<file path="src/rtl/dmem_arb_pkg.sv">
// Shared types for the data-memory arbiter: read-owner tag, lock FSM states
// and the default lock length.
package dmem_arb_pkg;

  typedef enum logic [1:0] {
    OWN_NONE = 2'd0,
    OWN_CPU  = 2'd1,
    OWN_DMA  = 2'd2
  } owner_e;

  typedef enum logic {
    ST_IDLE     = 1'b0,
    ST_DMA_LOCK = 1'b1
  } state_e;

  localparam int MAX_LOCK_DEF = 4;

endpackage

</file>
<file path="src/rtl/dmem_arb_pick.sv">
// Combinational grant picker: one-hot CPU/DMA grant from requests, lock state
// and round-robin pointer (pointer honoured only when DMEM_ARB_RR_EN is defined).
module dmem_arb_pick
  import dmem_arb_pkg::*;
#(
  parameter int MAX_LOCK = MAX_LOCK_DEF,
  parameter int CNT_W    = $clog2(MAX_LOCK + 1)
) (
  input  logic             cpu_req_i,
  input  logic             dma_req_i,
  input  logic             dma_lock_i,
  input  state_e           state_i,
  input  logic [CNT_W-1:0] lock_cnt_i,
  input  logic             ptr_i,
  output logic             cpu_gnt_o,
  output logic             dma_gnt_o
);

  localparam logic [CNT_W-1:0] MAX_CNT = CNT_W'(MAX_LOCK);

  // A lock only counts while DMA keeps both req and lock up; otherwise IDLE rules apply.
  logic lock_live;
  assign lock_live = (state_i == ST_DMA_LOCK) && dma_req_i && dma_lock_i;

`ifndef DMEM_ARB_RR_EN
  logic unused_ptr;
  assign unused_ptr = ptr_i;
`endif

  always_comb begin
    cpu_gnt_o = 1'b0;
    dma_gnt_o = 1'b0;
    if (cpu_req_i && dma_req_i) begin
      if (lock_live) begin
        if (lock_cnt_i < MAX_CNT) dma_gnt_o = 1'b1;
        else                      cpu_gnt_o = 1'b1;
      end else begin
`ifdef DMEM_ARB_RR_EN
        dma_gnt_o = ptr_i;
        cpu_gnt_o = ~ptr_i;
`else
        cpu_gnt_o = 1'b1;
`endif
      end
    end else begin
      cpu_gnt_o = cpu_req_i;
      dma_gnt_o = dma_req_i;
    end
  end

endmodule

</file>
<file path="src/rtl/dmem_arbiter.sv">
// CPU/DMA arbiter for the single-port data memory with DMA burst lock and
// one-cycle read return. DMEM_ARB_RR_EN selects round-robin contention, else CPU priority.
module dmem_arbiter
  import dmem_arb_pkg::*;
#(
  parameter int ADDR_W   = 32,
  parameter int DATA_W   = 32,
  parameter int MAX_LOCK = MAX_LOCK_DEF
) (
  input  logic              clk,
  input  logic              reset,
  input  logic              cpu_req,
  input  logic              cpu_wr,
  input  logic [ADDR_W-1:0] cpu_addr,
  input  logic [DATA_W-1:0] cpu_wdata,
  output logic              cpu_gnt,
  output logic              cpu_stall,
  output logic              cpu_rvalid,
  output logic [DATA_W-1:0] cpu_rdata,
  input  logic              dma_req,
  input  logic              dma_wr,
  input  logic [ADDR_W-1:0] dma_addr,
  input  logic [DATA_W-1:0] dma_wdata,
  input  logic              dma_lock,
  output logic              dma_gnt,
  output logic              dma_rvalid,
  output logic [DATA_W-1:0] dma_rdata,
  output logic              mem_rd,
  output logic              mem_wr,
  output logic [ADDR_W-1:0] mem_addr,
  output logic [DATA_W-1:0] mem_wdata,
  input  logic [DATA_W-1:0] mem_rdata
);

  localparam int               CNT_W   = $clog2(MAX_LOCK + 1);
  localparam logic [CNT_W-1:0] MAX_CNT = CNT_W'(MAX_LOCK);

  state_e            state_q, state_d;
  logic [CNT_W-1:0]  cnt_q, cnt_d;
  owner_e            own_q, own_d;
  logic [DATA_W-1:0] cpu_rdata_q, dma_rdata_q;
  logic              ptr;
  logic              cpu_pick, dma_pick;

  dmem_arb_pick #(
    .MAX_LOCK (MAX_LOCK),
    .CNT_W    (CNT_W)
  ) u_pick (
    .cpu_req_i  (cpu_req),
    .dma_req_i  (dma_req),
    .dma_lock_i (dma_lock),
    .state_i    (state_q),
    .lock_cnt_i (cnt_q),
    .ptr_i      (ptr),
    .cpu_gnt_o  (cpu_pick),
    .dma_gnt_o  (dma_pick)
  );

  // Outputs are forced quiet while reset is held, including a pending read return.
  assign cpu_gnt   = cpu_pick & ~reset;
  assign dma_gnt   = dma_pick & ~reset;
  assign cpu_stall = cpu_req & ~cpu_gnt & ~reset;

  always_comb begin
    mem_rd    = 1'b0;
    mem_wr    = 1'b0;
    mem_addr  = '0;
    mem_wdata = '0;
    if (cpu_gnt) begin
      mem_rd    = ~cpu_wr;
      mem_wr    = cpu_wr;
      mem_addr  = {cpu_addr[ADDR_W-1:2], 2'b00};
      mem_wdata = cpu_wdata;
    end else if (dma_gnt) begin
      mem_rd    = ~dma_wr;
      mem_wr    = dma_wr;
      mem_addr  = {dma_addr[ADDR_W-1:2], 2'b00};
      mem_wdata = dma_wdata;
    end
  end

  always_comb begin
    state_d = state_q;
    cnt_d   = cnt_q;
    if (!(dma_req && dma_lock) || cpu_gnt) begin
      state_d = ST_IDLE;
      cnt_d   = '0;
    end else if (dma_gnt) begin
      state_d = ST_DMA_LOCK;
      if (state_q == ST_IDLE)    cnt_d = CNT_W'(1);
      else if (cnt_q != MAX_CNT) cnt_d = cnt_q + 1'b1;
    end
  end

  always_comb begin
    own_d = OWN_NONE;
    if (cpu_gnt && !cpu_wr)      own_d = OWN_CPU;
    else if (dma_gnt && !dma_wr) own_d = OWN_DMA;
  end

  assign cpu_rvalid = (own_q == OWN_CPU) & ~reset;
  assign dma_rvalid = (own_q == OWN_DMA) & ~reset;
  assign cpu_rdata  = reset ? '0 : (cpu_rvalid ? mem_rdata : cpu_rdata_q);
  assign dma_rdata  = reset ? '0 : (dma_rvalid ? mem_rdata : dma_rdata_q);

  always_ff @(posedge clk) begin
    if (reset) begin
      state_q     <= ST_IDLE;
      cnt_q       <= '0;
      own_q       <= OWN_NONE;
      cpu_rdata_q <= '0;
      dma_rdata_q <= '0;
    end else begin
      state_q     <= state_d;
      cnt_q       <= cnt_d;
      own_q       <= own_d;
      cpu_rdata_q <= cpu_rdata;
      dma_rdata_q <= dma_rdata;
    end
  end

`ifdef DMEM_ARB_RR_EN
  logic ptr_q, ptr_d;

  // ptr_q=1 means DMA is preferred on the next contention.
  always_comb begin
    ptr_d = ptr_q;
    if (cpu_gnt)      ptr_d = 1'b1;
    else if (dma_gnt) ptr_d = 1'b0;
  end

  always_ff @(posedge clk) begin
    if (reset) ptr_q <= 1'b0;
    else       ptr_q <= ptr_d;
  end

  assign ptr = ptr_q;
`else
  assign ptr = 1'b0;
`endif

endmodule

</file>
<file path="config.mk">
export PLATFORM = sky130hd
export DESIGN_NAME = dmem_arbiter
export DESIGN_NICKNAME = d
export VERILOG_FILES = /design/src/rtl/dmem_arb_pkg.sv /design/src/rtl/dmem_arb_pick.sv /design/src/rtl/dmem_arbiter.sv
export SDC_FILE = /design/constraint.sdc
export NUM_CORES = 1
export LEC_CHECK = 0
export BUFFER_PORTS_ARGS = -buffer_cell sky130_fd_sc_hd__buf_2
export CAP_MARGIN = 20
export CORE_AREA = 2 2 117 119
export CTS_CLUSTER_DIAMETER = 40
export CTS_CLUSTER_SIZE = 16
export DETAILED_ROUTE_END_ITERATION = 16
export DIE_AREA = 0 0 119 121
export PLACE_DENSITY = 0.63
export SKIP_CTS_REPAIR_TIMING = 1
export SYNTH_ARGS = -nofsm -noshare
export SYNTH_HDL_FRONTEND = slang
export SYNTH_SLANG_ARGS = --single-unit
</file>
<file path="constraint.sdc">
create_clock -name clk -period 1.6 [get_ports clk]
set_input_delay 0 -clock clk [delete_from_list [all_inputs] [get_ports clk]]
set_output_delay 0 -clock clk [all_outputs]
set_load 0.02 [all_outputs]
</file>
* After elaboration in Yosys (flattened, before gate mapping) *
Cells that the tools add are included.

cells by class
  divide/modulo/power cells = 0
  muxes and demuxes = 22
  equal/unequal tests = 4
  shift operators = 0
  bitwise logic cells = 10
  reductions and logical operators = 13
  multiply operators = 0
  $lt $le $gt $ge = 1
  add/subtract/negate cells = 1

operators by type and width
  operator                                                number
  2-to-1 mux 32 bit                                       8
  2-to-1 mux 1 bit                                        11
  AND 1 bit                                               6
  logical AND 1 bit                                       6
  2-to-1 mux 3 bit                                        2
  inverter 1 bit                                          4
  OR reduction 2 bit                                      2
  adder 3 x 1 -> 3 bit (second input constant)            1
  logical NOT 1 bit                                       3
  < comparator 3 bit (second input constant)              1
  inequality test 3 bit (second input constant)           1
  equality test 2 x 1 -> 1 bit (second input constant)    1
  equality test 2 bit (second input constant)             1
  2-to-1 mux 2 bit                                        1
  inequality test 2 x 1 -> 1 bit (second input constant)  1
  AND reduction 2 bit                                     1
  logical OR 1 bit                                        1

word-level totals
  latch bits = 0
  bits in registers = 70
  memories = 0
  bits in writable memories = 0
  input port bits = 167
  ROM bits = 0

* Logic depth before layout (Yosys ltp) *
  word-level depth = 8
  mapped depth = 6
  depth with buffers taken out = 5

* Cells and area by module *
From an unflattened synthesis, not the netlist that was laid out.

second synthesis, totals
  cell total of the unflattened synthesis = 477
  area total of the unflattened synthesis = 3,604.7 um^2

modules (own cells, without submodules)
  module         area each (um^2)  cells each  instances
  dmem_arbiter   3,568.4           473         1
  dmem_arb_pick  36.3              4           1

* Worst setup path after synthesis *
No wires, ideal clock.

  kind = register -> output
  start = reg cnt_q[2]
  end = out mem_wr
  slack = 0.045 ns
  stages on the path, launching flop included = 5
  arrival = 1.555 ns
  cell sequence = dfxtp_1 -> and3b_1 -> a211oi_2 -> buf_2 -> mux2i_1

RTL lines
  what                    line                 RTL
  from (decl)             dmem_arbiter.sv:39   logic [CNT_W-1:0] cnt_q, cnt_d;
  from (signal assigned)  dmem_arbiter.sv:115  cnt_q <= cnt_d;
  < comparator 3 bit      dmem_arb_pick.sv:35  if (lock_cnt_i < MAX_CNT) dma_gnt_o = 1'b1;
  2-to-1 mux 1 bit        dmem_arb_pick.sv:35
  2-to-1 mux 1 bit        dmem_arb_pick.sv:34  if (lock_live) begin
  2-to-1 mux 1 bit        dmem_arb_pick.sv:33  if (cpu_req_i && dma_req_i) begin
  AND 1 bit               dmem_arbiter.sv:60   assign cpu_gnt = cpu_pick & ~reset;
  net cpu_gnt             dmem_arbiter.sv:16   output logic cpu_gnt,
  2-to-1 mux 1 bit        dmem_arbiter.sv:69   if (cpu_gnt) begin
  to (decl)               dmem_arbiter.sv:29   output logic mem_wr,

The timed path passes the listed nets, and every way through them passes these cells.

* Final worst setup path *
  start = reg state_q
  end = out mem_addr[29]

between the ends
  word-level cells in the longest chain between the ends = 7

RTL lines
  what                                line                 RTL
  from (decl)                         dmem_arbiter.sv:38   state_e state_q, state_d;
  from (signal assigned)              dmem_arbiter.sv:114  state_q <= state_d;
  logical AND 1 bit (*) (2 in a row)  dmem_arb_pick.sv:23  assign lock_live = (state_i == ST_DMA_LOCK) && dma_req_i && dma_lock_i;
  2-to-1 mux 1 bit                    dmem_arb_pick.sv:34
  2-to-1 mux 1 bit                    dmem_arb_pick.sv:33
  AND 1 bit                           dmem_arbiter.sv:61   assign dma_gnt = dma_pick & ~reset;
  2-to-1 mux 32 bit                   dmem_arbiter.sv:74   end else if (dma_gnt) begin
  2-to-1 mux 32 bit (*)               dmem_arbiter.sv:69
  to (decl)                           dmem_arbiter.sv:30   output logic [ADDR_W-1:0] mem_addr,

Every way passes the cells marked *; elsewhere a longest branch is shown, timed or not.

==> results.sh <==
export IMPL_fmax_ghz=0.535
export IMPL_setup_viol=65
export IMPL_synth_top_area_share=0.398
export IMPL_drtIter0Drc=349
export IMPL_slew_headroom=0.652
export IMPL_syn_inst=470
export IMPL_drive_gt1_frac=0.452
export IMPL_design_core_area_mm2=0.0131
export IMPL_period_share=1.17
export IMPL_final_antenna_net_count=0
export IMPL_insertion_delay_ps=330
export IMPL_power_density_mw_per_mm2=774
export IMPL_rsz0062_at_grt="true"
export IMPL_initial_utilization=0.269
export IMPL_route_detailed_drc=0
export IMPL_wl_per_cell_um=18.6
export IMPL_antenna_found_initial=0
export IMPL_wl_mm=18.1
export IMPL_yosysWarningCount=0
export IMPL_gp_congestion=0.984
export IMPL_grt_max_degree=131
export IMPL_maxSlewViolCount=0
export IMPL_hold_class="in -> reg"
export IMPL_yosysTopAreaCell="dfxtp_1"
export IMPL_cts_buffers=9
export IMPL_n_antenna_cell=0
export IMPL_min_from="dma_lock"
export IMPL_worstSetupStartpoint="state_q"
export IMPL_yosys_register_bits=70
export IMPL_rr_startpoint="state_q"
export IMPL_clock_sinks=70
export IMPL_root_buffer="clkbuf_16"
export IMPL_io_buffers=295
export IMPL_multi_input_area_mm2=0.00198
export IMPL_status="finished with violations"
export IMPL_p_total_w=0.00504
export IMPL_skew_ps=5.77
export IMPL_fill_cells=1337
export IMPL_ios=302
export IMPL_die_w_um=119
export IMPL_yosysUniqueCellTypes=27
export IMPL_hold_viol_final=0
export IMPL_post_route_min_period_ps=1870
export IMPL_dp_hpwl_mm=13.3
export IMPL_timing_setup_tns_ps=-13130
export IMPL_die_area_mm2=0.0144
export IMPL_syn_to_final_growth_pct=85.0
export IMPL_cellLeakagePower_nw=3.07
export IMPL_htreeDepth=3
export IMPL_num_rows=42
export IMPL_viasPerCell=4.78
export IMPL_worst_slew_pin_slew_ps=522
export IMPL_drv_cap=0
export IMPL_grt_pass1_vias=4034
export IMPL_place_ws_ps=17.2
export IMPL_crit_path_end_kind="output port"
export IMPL_final_nets=963
export IMPL_grt_pass1_wl_mm=23.6
export IMPL_synth_area_leaders="dfxtp_1 40%, a21oi_1 18%, a22o_1 15%, nand2_1 14%, clkbuf_1 3.3%"
export IMPL_final_seq_area_mm2=0.00141
export IMPL_first_pass_iters=5
export IMPL_yosysSeqAreaShare=0.398
export IMPL_peakVddDrop_mv=0.584
export IMPL_failed_checks="setup timing"
export IMPL_placed_area_mm2=0.00523
export IMPL_syn_avg_cell_area_um2=7.49
export IMPL_start_kind="flip-flop"
export IMPL_setup_slack_ps=-268
export IMPL_track_usage=0.224
export IMPL_syn_area_mm2=0.00352
export IMPL_vias=4655
export IMPL_critPathRequiredTime_ps=1600
export IMPL_crit_fanout=7
export IMPL_cts_tree="yes"
export IMPL_cts_path_max_buffers=2
export IMPL_clk_pin_slew_worst_paths_ps=60
export IMPL_crit_type="reg -> out"
export IMPL_grt_ovfl_total=0
export IMPL_fin_area_mm2=0.00652
export IMPL_die_y_um=121
export IMPL_arrival_ps=1870
export IMPL_fin_util=0.498
## critical path, stage by stage, from the launching register on
cell and delay [ps]:
dfxtp_1 320, and3b_2 240, a211oi_4 310, buf_4 200
clkbuf_16 150, a22o_1 120, buf_2 190
## placed cells by master (no fill, tap or decap), drive strengths merged, types with 3 or more instances in the layout
cell         synthesis  final
nor2                 4      4
nor2b                3      3
dfxtp               70     70
nand2              131    131
a22o                62     62
inv                  6      6
clkbuf              31     16
dlygate4sd3          0     34
nand2b               3      3
buf                 15    319
a21oi              128    128
## Yosys cell counts
cell type  count
nor4_1         1
dfxtp_1       70
inv_2          1
xnor2_1        1
o2bb2ai_1      1
inv_1          5
buf_4          3
nand2_1      131
mux2i_1        2
buf_2          8
conb_1         1
nor3_1         2
a211oi_2       1
and3b_1        1
nand3b_1       1
nand2b_1       3
a22o_1        62
and2_1         1
clkbuf_1      31
a211oi_1       1
nor2_1         4
nor2b_1        3
a21oi_1      128
buf_6          4
o21ai_0        1
o21ai_4        1
ha_1           2
## area by class of cell
cell class | instances | share of cell area
Clock buffer | 11 | 0.0373
Clock inverter | 4 | 0.00730
Inverter | 6 | 0.00384
Multi-Input combinational cell | 349 | 0.304
Sequential cell | 70 | 0.216
Tap cell | 176 | 0.0338
Timing Repair Buffer | 358 | 0.397
## where the power goes
group          internal (W)  switching [W]  total (W)
clock network       0.00123       0.000726    0.00196
registers           0.00179      0.0000143    0.00180
logic              0.000604       0.000678    0.00128
total               0.00363        0.00142    0.00504
## flip-flops by register name (all words and copies together) (netlist names)
signal,flops
state_q,1
dma_rdata_q,32
cnt_q,3
cpu_rdata_q,32
own_q,2
## through the flow
stage / hold slack (ps) / instances
final: 0.525 / 974
after global routing: 16.2 / 974
after CTS: -153 / 930
after detailed placement: 199 / 915
after global placement: 197 / 915
after floorplan: 72.4 / 471
## metal layers
| metal | routed length (um) | GRT usage |
|---|---|---|
| met1 | 7620 | 0.282 |
| met3 | 1600 | 0.0954 |
| met2 | 8710 | 0.352 |
| met5 | 0 | 0.0441 |
| met4 | 167 | 0.0461 |
## worst paths after layout
check,slack (ps),cells past startpoint,to
min,0.5,3,cnt_q[1]
min reg2reg,460,2,cpu_rdata_q[3]
max reg2reg,360,4,own_q[0]
max,-270,6,mem_addr[29]
## kinds of logic after synthesis
| group | after synthesis | share of synthesized area |
|---|---|---|
| AO/OA/AOI/OAI | 195 | 0.350 |
| AND/OR/NAND/NOR | 147 | 0.166 |
| flip-flops | 70 | 0.398 |
| buffers and inverters | 52 | 0.0700 |
| adder cells (fa/ha/maj) | 2 | 0.00710 |
| multiplexers | 2 | 0.00568 |
| other | 1 | 0.00106 |
| XOR/XNOR | 1 | 0.00249 |
Power figures use the tool's default switching activity.
